===== config.mk =====
export PLATFORM = sky130hd
export DESIGN_NAME = operand_select_stage
export DESIGN_NICKNAME = d
export VERILOG_FILES = /design/src/rtl/proc_pkg.sv /design/src/rtl/operand_select_stage_mux_n.sv /design/src/rtl/operand_select_stage.sv
export SDC_FILE = /design/constraint.sdc
export NUM_CORES = 1
export LEC_CHECK = 0
export BUFFER_PORTS_ARGS = -buffer_cell sky130_fd_sc_hd__buf_2
export CAP_MARGIN = 20
export CORE_MARGIN = 3
export CORE_UTILIZATION = 48
export DETAILED_ROUTE_END_ITERATION = 8
export PLACE_DENSITY_LB_ADDON = 0.12
export SLEW_MARGIN = 10
export SYNTH_ARGS = -nofsm -noshare
export SYNTH_HDL_FRONTEND = slang
export SYNTH_SLANG_ARGS = --single-unit

===== constraint.sdc =====
create_clock -name clk -period 1.6 [get_ports clk]
set_input_delay 0.08 -clock clk [delete_from_list [all_inputs] [get_ports clk]]
set_output_delay 0.08 -clock clk [all_outputs]
set_load 0.005 [all_outputs]

===== src/rtl/proc_pkg.sv =====
// Shared processor constants.
//   WORD_W              : native operand width of the datapath.
//   SRC_RF .. SRC_IMM   : forwarding-source indices used to drive an
//                         operand selector's in_sel.
//   state_e             : occupancy states of the elastic operand stage.
package proc_pkg;

  localparam int WORD_W = 16;

  localparam int SRC_RF    = 0;
  localparam int SRC_EXMEM = 1;
  localparam int SRC_MEMWB = 2;
  localparam int SRC_IMM   = 3;

  typedef enum logic [1:0] {
    ST_EMPTY = 2'd0,  // nothing held
    ST_FULL  = 2'd1,  // main register held
    ST_SKID  = 2'd2   // main and skid registers held
  } state_e;

endpackage


===== src/rtl/operand_select_stage_mux_n.sv =====
// mux_n: purely combinational N:1 selector with out-of-range flag.
//   in_data [NUM_IN*WIDTH] : packed candidates, candidate k at [k*WIDTH +: WIDTH]
//   sel     [SEL_W]        : binary index
//   out_data[WIDTH]        : selected candidate, all-zero when sel >= NUM_IN
//   out_err                : 1 when sel >= NUM_IN
module mux_n #(
  parameter int WIDTH  = 16,
  parameter int NUM_IN = 4,
  parameter int SEL_W  = $clog2(NUM_IN)
) (
  input  logic [NUM_IN*WIDTH-1:0] in_data,
  input  logic [SEL_W-1:0]        sel,
  output logic [WIDTH-1:0]        out_data,
  output logic                    out_err
);

  // Decoding by explicit compare (rather than indexing) keeps an unknown or
  // out-of-range select from ever producing X on the data path.
  always_comb begin
    // NOTE: every output gets a default first so no path leaves it unassigned;
    // a missing default in always_comb infers a latch.
    out_data = '0;
    out_err  = 1'b1;
    for (int k = 0; k < NUM_IN; k++) begin
      if (sel == SEL_W'(k)) begin
        out_data = in_data[k*WIDTH +: WIDTH];
        out_err  = 1'b0;
      end
    end
  end

endmodule


===== src/rtl/operand_select_stage.sv =====
// operand_select_stage: N-input operand selector with a registered elastic
// output stage (main register + one skid register), flush and stall counter.
//   clk, rst (sync, active-high)
//   in_data/in_sel/in_valid/in_ready : upstream candidates, select, handshake
//   flush                            : drop every held entry
//   out_data/out_err/out_valid/out_ready : registered entry and handshake
//   stall_cnt                        : saturating count of stalled output cycles
module operand_select_stage
  import proc_pkg::*;
#(
  parameter int WIDTH  = WORD_W,
  parameter int NUM_IN = 4,
  parameter int SEL_W  = $clog2(NUM_IN),
  parameter int CNT_W  = 8
) (
  input  logic                    clk,
  input  logic                    rst,
  input  logic [NUM_IN*WIDTH-1:0] in_data,
  input  logic [SEL_W-1:0]        in_sel,
  input  logic                    in_valid,
  output logic                    in_ready,
  input  logic                    flush,
  output logic [WIDTH-1:0]        out_data,
  output logic                    out_err,
  output logic                    out_valid,
  input  logic                    out_ready,
  output logic [CNT_W-1:0]        stall_cnt
);

  // Entry layout: {err, data}
  typedef logic [WIDTH:0] entry_t;

  state_e           state_q, state_d;
  entry_t           main_q, main_d;
  entry_t           skid_q, skid_d;
  logic [CNT_W-1:0] stall_cnt_q, stall_cnt_d;

  logic [WIDTH-1:0] sel_data;
  logic             sel_err;
  entry_t           new_entry;
  logic             accept;

  mux_n #(
    .WIDTH  (WIDTH),
    .NUM_IN (NUM_IN),
    .SEL_W  (SEL_W)
  ) u_mux (
    .in_data  (in_data),
    .sel      (in_sel),
    .out_data (sel_data),
    .out_err  (sel_err)
  );

  assign new_entry = {sel_err, sel_data};

  // Ready depends only on registered state (and reset), never on out_ready,
  // so no combinational path crosses the stage.
  assign in_ready  = !rst && (state_q != ST_SKID);
  assign accept    = in_valid && in_ready;

  assign out_valid = (state_q != ST_EMPTY);
  assign out_data  = main_q[WIDTH-1:0];
  assign out_err   = main_q[WIDTH];
  assign stall_cnt = stall_cnt_q;

  always_comb begin
    state_d = state_q;
    main_d  = main_q;
    skid_d  = skid_q;

    unique case (state_q)
      ST_EMPTY: begin
        if (accept) begin
          main_d  = new_entry;
          state_d = ST_FULL;
        end
      end
      ST_FULL: begin
        if (accept && out_ready) begin
          main_d = new_entry;
        end else if (accept) begin
          skid_d  = new_entry;
          state_d = ST_SKID;
        end else if (out_ready) begin
          state_d = ST_EMPTY;
        end
      end
      ST_SKID: begin
        if (out_ready) begin
          main_d  = skid_q;
          state_d = ST_FULL;
        end
      end
      default: state_d = ST_EMPTY;
    endcase

    // Flush wins: everything held or arriving is discarded, but the main
    // register keeps its last contents so out_data/out_err do not change.
    if (flush) begin
      state_d = ST_EMPTY;
      main_d  = main_q;
      skid_d  = skid_q;
    end
  end

  always_comb begin
    stall_cnt_d = stall_cnt_q;
    if (out_valid && !out_ready && !flush && (stall_cnt_q != {CNT_W{1'b1}})) begin
      stall_cnt_d = stall_cnt_q + CNT_W'(1);
    end
  end

  always_ff @(posedge clk) begin
    // NOTE: state registers use non-blocking assignment so every flop samples
    // the pre-edge values regardless of statement order.
    if (rst) begin
      state_q     <= ST_EMPTY;
      main_q      <= '0;
      skid_q      <= '0;
      stall_cnt_q <= '0;
    end else begin
      state_q     <= state_d;
      main_q      <= main_d;
      skid_q      <= skid_d;
      stall_cnt_q <= stall_cnt_d;
    end
  end

endmodule


==> impl_metrics.csv, run 1 <==
group,metric,value,unit
outcome,status,"finished clean",
power_and_ir_drop,p_total,2180,uW
die,core-area,4530,um2
synthesis,synth_area_per_cell,11.0,um2
route,ant_nets,0,
synthesis,synth_nets,286,
power_and_ir_drop,power_density,741,nW/um2
power_and_ir_drop,pwr-share-seq,0.522,
cells_and_area,final_nets,381,
clock_network,cts_tree,"yes",
worst_setup_path,reg2reg_depth,5,
route,drtIter0Drc,63,
place,port_buffers,97,
synthesis,ys_warn_count,0,
global_routing,grt_max_degree,46,
worst_hold_path,min_from,"flush",
timing,setup_viol,0,
worst_setup_path,cp.arrival,1.61,ns
worst_setup_path,rr_startpoint,"stall_cnt[0]$_SDFFE_PP0P_",
power_and_ir_drop,clkPwrFrac,0.319,
synthesis,synth_cell_types,40,
place,place_area,2840,um2
die,ios,98,
worst_setup_path,worstSetupPathType,"reg2reg",
worst_hold_path,whs_path_depth,2,
route,viasPerCell,5.23,
global_routing,busiest_layer,"met2",
power_and_ir_drop,p_comb_frac,0.159,
clock_network,cts_buffers,5,
clock_network,hold_buffers,0,
timing,maxSlewHeadroom,0.692,
cells_and_area,stdcell_count,375,
clock_network,clockRootBuffer,"clkbuf_8",
clock_network,cts_setup_buffers,0,
clock_network,path_clk_slew,0.08,ns
worst_setup_path,critPathMaxFanout,4,
die,die_w,75.9,um
global_routing,grt_pass1_vias,1773,
clock_network,clock-sinks,44,
route,wire_per_inst,13.2,um
power_and_ir_drop,power.net_switching,505,uW
global_routing,antenna_found_initial,0,
synthesis,synth_top_area_cell,"dfxtp_1",
worst_setup_path,cpPeakStageDelay,0.37,ns
cells_and_area,layout_common_cells,"buf_2 (97), dfxtp_1 (42), nor2_1 (41)",
worst_hold_path,hp-class,"in2reg",
global_routing,met2_usage,0.286,
worst_setup_path,r2r_slack,0.15,ns
cells_and_area,utilization,0.647,
die,fp.dieH,75.9,um
synthesis,synthTopCellsByArea,"dfxtp_1 (38%), mux4_2 (15%), mux2i_1 (15%)",
timing,fin_crit,1.45,ns
worst_setup_path,cpMaxStageDelayCell,"dfxtp_2",
timing,fin_crit_sh,0.905,
die,dieArea,5760,um2
worst_setup_path,cp.required,1.76,ns
synthesis,netlist_area,2340,um2
timing,hold_viol,0,
global_routing,grt_util_met1,0.236,
global_routing,track_usage,0.176,
clock_network,cts_resized,0,
worst_hold_path,worstHoldEndpoint,"state_q[0]$_SDFFE_PP0P_",
timing,rsz0062_at_grt,"false",
timing,fmax,0.691,GHz
route,first_pass_iters,4,
power_and_ir_drop,swShare,0.232,
worst_setup_path,r2r_end,"stall_cnt[1]$_SDFFE_PP0P_",
power_and_ir_drop,internal-power,1670,uW
worst_setup_path,startpoint_type,"flip-flop",
global_routing,overflow,0,
synthesis,async_reset_ff_frac,0,
die,initial_core_util,0.517,
synthesis,synth_seq_cells,44,
synthesis,synth_edf_count,0,
power_and_ir_drop,leakagePower,0.00136,uW
worst_setup_path,endpoint_kind,"flip-flop",
die,rows,24,
cells_and_area,diodes,0,
place,placed_cells,367,
worst_setup_path,crit_chain,"ha_2 -> nand4_1 -> o211ai_1 -> mux2i_1 -> nor2_1",
place,dp_hpwl,3.89,mm
synthesis,synthCells,214,
clock_network,htree_levels,2,
clock_network,clk_latency,0.28,ns
timing,tightest_slew,0.462,ns
place,place_congestion,0.925,
route,vias,1963,
global_routing,grt_use_met3,0.0409,
synthesis,synth_top_area_frac,0.376,
clock_network,cts.path.max_buffers,2,
cells_and_area,final_cell_area,2930,um2
job,drv_cap,0,
cells_and_area,layout-drive-gt1-share,0.435,
cells_and_area,mostFrequentLayoutCell,"buf_2",
timing,fin_tns_setup,0,ns
synthesis,synthFlopType,"dfxtp_1",
global_routing,grt_pass1_wl,7.83,mm
cells_and_area,areaGrowthSynthToFinish,25.1,%
synthesis,seq_area_frac_synth,0.376,
power_and_ir_drop,vdd_drop_max,0.000425,V
timing,fin_skew,0.00756,ns
timing,drv_slew,0,
route,drt_wl_total,4.95,mm
route,drc,0,
cells_and_area,num-fill-cells,384,
[how the worst max path moves through the flow]
stage / start / endpoint / slack [ns] / cells past startpoint
finish: stall_cnt[0]$_SDFFE_PP0P_ / stall_cnt[1]$_SDFFE_PP0P_ / 0.15 / 5
global placement: stall_cnt[0]$_SDFFE_PP0P_ / stall_cnt[1]$_SDFFE_PP0P_ / 0.16 / 5
CTS: stall_cnt[0]$_SDFFE_PP0P_ / stall_cnt[1]$_SDFFE_PP0P_ / 0.09 / 5
global route: state_q[1]$_SDFFE_PP0P_ / main_q[11]$_SDFFE_PP0P_ / 0.005 / 5
detailed placement: stall_cnt[0]$_SDFFE_PP0P_ / stall_cnt[1]$_SDFFE_PP0P_ / 0.10 / 5
floorplan: stall_cnt[0]$_SDFFE_PP0P_ / stall_cnt[1]$_SDFFE_PP0P_ / 0.24 / 5
[worst max-delay path: cells and delay by family (launching register included)]
kind            cells  cell delay [ns]
flops               1             0.37
fa+ha+maj           1             0.21
simple gates        2             0.21
compound gates      1             0.31
mux                 1             0.22
[registers in the layout, summed over array words and instances, names as in the netlist]
signal     flops
main_q        17
skid_q        17
stall_cnt      8
state_q        2
[metrics by stage]
| stage | setup slack [ns] | hold WS, ns |
|---|---|---|
| 4_1_cts | 0.0931 | 0.00912 |
| 2_1_floorplan | 0.237 | 0.156 |
| 5_1_grt | 0.00525 | 0.0144 |
| 6_report | 0.152 | 0.0240 |
| 3_3_place_gp | 0.162 | 0.314 |
| 3_5_place_dp | 0.100 | 0.318 |
[cell usage after synthesis, types with 2 or more instances]
| master | n |
|---|---|
| dfxtp_1 | 44 |
| nor2_1 | 41 |
| mux2i_1 | 35 |
| a211oi_1 | 18 |
| mux4_2 | 16 |
| buf_6 | 6 |
| nor3_1 | 4 |
| a21oi_1 | 3 |
| and3_1 | 3 |
| buf_2 | 3 |
| clkbuf_1 | 3 |
| nand3_1 | 3 |
| nor2b_1 | 3 |
| a311oi_1 | 2 |
| buf_12 | 2 |
| nand2_1 | 2 |
| nand2b_1 | 2 |
| nand4_1 | 2 |
[power groups by stage]
stage               combinational [uW]  sequential (uW)  clock, uW
global placement                   342             1160          0
CTS                                350             1140        726
global route                       384             1140        775
floorplan                          216             1160          0
detailed placement                 350             1160          0
finish                             345             1140        694
[logic make-up after synthesis]
group,synth area share
xor gates and xnor gates,0.00374
and+or+nand+nor,0.146
adders and majority gates,0.00534
muxes,0.303
DFF,0.376
buffers and inverters,0.0715
AOI/OAI and AO/OA,0.0950
[area by class of cell]
class                      count  area, um2  area share
sequential                    44        883       0.301
multi-input combinational    151       1300       0.443
clock buffer                   8       90.1      0.0307
tap                           65       81.3      0.0277
timing repair buffer         105        571       0.194
inverter                       2       7.51     0.00256
[layer usage]
layer	up-vias	wire (um)
li1	988	-
met1	896	2250
met2	77	2310
met3	2	356
met4	0	34
met5	-	0
Power figures use the tool's default switching activity.
==> inputs of run 2 (changes only) <==
--- a/config.mk
+++ b/config.mk
@@ -7,8 +7,8 @@
 export LEC_CHECK = 0
 export BUFFER_PORTS_ARGS = -buffer_cell sky130_fd_sc_hd__buf_2
 export CAP_MARGIN = 20
-export CORE_MARGIN = 3
 export CORE_UTILIZATION = 48
+export CTS_BUF_LIST = sky130_fd_sc_hd__clkbuf_8 sky130_fd_sc_hd__clkbuf_16
 export DETAILED_ROUTE_END_ITERATION = 8
 export PLACE_DENSITY_LB_ADDON = 0.12
 export SLEW_MARGIN = 10
==> constraint.sdc (replaced) <==
create_clock -name clk -period 1.6 [get_ports clk]
set_input_delay 0.16 -clock clk [delete_from_list [all_inputs] [get_ports clk]]
set_output_delay 0.16 -clock clk [all_outputs]
set_load 0.005 [all_outputs]
==> run 2 against run 1 <==
Compared with the run above: hold slack better by 0.048 ns; sequential power barely moved; first-iteration DRC count down 13%; sequential share of layout area decreased by 0.21 points; via count hardly changed; maximum frequency shrank 5.8%; clock skew fell by 0.0043 ns; total power down 2.0%; utilization is 2.3 points lower; register-to-register slack worse by 0.03 ns; critical path type is now reg2out; largest power group unchanged.
==> impl_metrics.csv, run 2 (synthesis results as in run 1) <==
group,metric,value,unit
worst_setup_path,r2r_slack,0.12,ns
global_routing,track_usage,0.197,
route,met3WireLength,241,um
place,dp_hpwl,3.71,mm
job,drv_cap,0,
route,drt_wl_total,4.87,mm
timing,setup_viol,0,
die,dieArea,5170,um2
worst_setup_path,endpoint,"in_ready",
die,fp.dieH,71.9,um
global_routing,antenna_found_initial,0,
global_routing,grt_pass1_vias,1688,
worst_setup_path,critPathMaxFanout,19,
worst_setup_path,cp.required,1.44,ns
clock_network,clock-sinks,44,
cells_and_area,layout_common_cells,"buf_2 (97), dfxtp_1 (44), nor2_1 (41)",
worst_setup_path,worstSetupPathType,"reg2out",
timing,fin_crit,1.54,ns
clock_network,cts.path.max_buffers,2,
cells_and_area,mostFrequentLayoutCell,"buf_2",
clock_network,hold_buffers,0,
route,met1_length,2.17,mm
global_routing,grt_pass1_wl,7.85,mm
route,drc,0,
worst_setup_path,startpoint_type,"flip-flop",
timing,drv_slew,0,
route,routed.top_layer,"met4",
power_and_ir_drop,leakagePower,0.00137,uW
clock_network,clk_latency,0.29,ns
route,viasPerCell,5.19,
place,place_congestion,0.913,
timing,hold_viol,0,
worst_setup_path,crit_start,"state_q[1]$_SDFFE_PP0P_",
timing,rsz0062_at_grt,"false",
worst_setup_path,endpoint_kind,"output pin",
worst_setup_path,cp.arrival,1.38,ns
die,die_w,71.9,um
die,core-area,4720,um2
route,wl_met2,2.38,mm
timing,tightest_slew,0.466,ns
clock_network,clockRootBuffer,"clkbuf_8",
timing,fmax,0.651,GHz
timing,fin_crit_sh,0.961,
outcome,status,"finished clean",
timing,whs,0.0720,ns
cells_and_area,diodes,0,
worst_setup_path,r2r_end,"stall_cnt[1]$_SDFFE_PP0P_",
route,drtIter0Drc,55,
die,initial_core_util,0.496,
global_routing,grt_max_degree,46,
timing,fin_skew,0.00330,ns
clock_network,cts_tree,"yes",
route,first_pass_iters,4,
power_and_ir_drop,power_density,723,nW/um2
timing,maxSlewHeadroom,0.690,
die,ios,98,
worst_setup_path,rr_startpoint,"stall_cnt[0]$_SDFFE_PP0P_",
route,ant_nets,0,
worst_hold_path,whs_path_depth,2,
worst_hold_path,hp-class,"in2reg",
clock_network,path_clk_slew,0.07,ns
global_routing,overflow,0,
cells_and_area,layout-drive-gt1-share,0.431,
route,wire_per_inst,12.9,um
power_and_ir_drop,vdd_drop_max,0.000338,V
place,port_buffers,97,
cells_and_area,areaGrowthSynthToFinish,25.7,%
die,rows,25,
cells_and_area,final_nets,383,
clock_network,cts_buffers,5,
cells_and_area,utilization,0.624,
route,vias,1962,
cells_and_area,num-fill-cells,408,
timing,fin_tns_setup,0,ns
clock_network,htree_levels,2,
worst_setup_path,reg2reg_depth,5,
[run 2: cell count changes in the layout (fill, tap and decap cells not counted)]
cell / delta
dfxtp_1: +2
clkinv_2: +1
clkbuf_1: -2
clkbuf_8: -1
inv_1: +1
ha_1: +1
buf_12: +1
dfxtp_2: -2
buf_4: +1
ha_2: -1
[run 2: what timing repair did]
action | 4_1_cts | 5_1_grt
buffers inserted | 0 | 1
gates resized for setup | 0 | 0
endpoints found under the setup margin | 0 | 1
[run 2: metrics by stage]
step                setup WS (ns)  instances  area, um2  power, uW
floorplan                   0.237        214       2340       1380
global placement            0.172        370       2860       1510
detailed placement          0.132        370       2860       1520
CTS                        0.0632        377       2940       2150
global route              0.00382        378       2950       2230
finish                     0.0628        378       2950       2130
[run 2: area by class of cell]
type	count	area (um2)	share of cell area
inverters	2	7.51	0.00255
repair buffers	107	598	0.203
clock buffers	5	68.8	0.0234
multi-input cells	151	1300	0.441
flip-flops and latches	44	881	0.299
clock inverters	2	8.76	0.00297
well taps	67	83.8	0.0285
[run 2: worst max-delay path, stage by stage, from the launching register on]
cell	delay, ns
dfxtp_1	0.46
nor2b_2	0.23
buf_12	0.19
nor2_1	0.05
buf_2	0.14
[run 2: worst min path at each step]
stage,startpoint,end,slack (ns)
after detailed placement,flush,state_q[0]$_SDFFE_PP0P_,0.39
after floorplan,flush,state_q[0]$_SDFFE_PP0P_,0.24
after CTS,flush,state_q[0]$_SDFFE_PP0P_,0.07
after global routing,flush,state_q[0]$_SDFFE_PP0P_,0.07
after global placement,flush,state_q[0]$_SDFFE_PP0P_,0.38
final,flush,state_q[0]$_SDFFE_PP0P_,0.07
[run 2: power by group]
group | leakage, uW | internal [uW] | switching, uW
sequential | 0.000357 | 1120 | 15.3
clock | 0.0000452 | 291 | 356
combinational | 0.000972 | 199 | 150
[run 2: layer usage]
layer / up-vias / track usage
li1: 992 / -
met1: 892 / 0.252
met2: 71 / 0.323
met3: 7 / 0.0458
met4: 0 / 0.0784
met5: - / 0
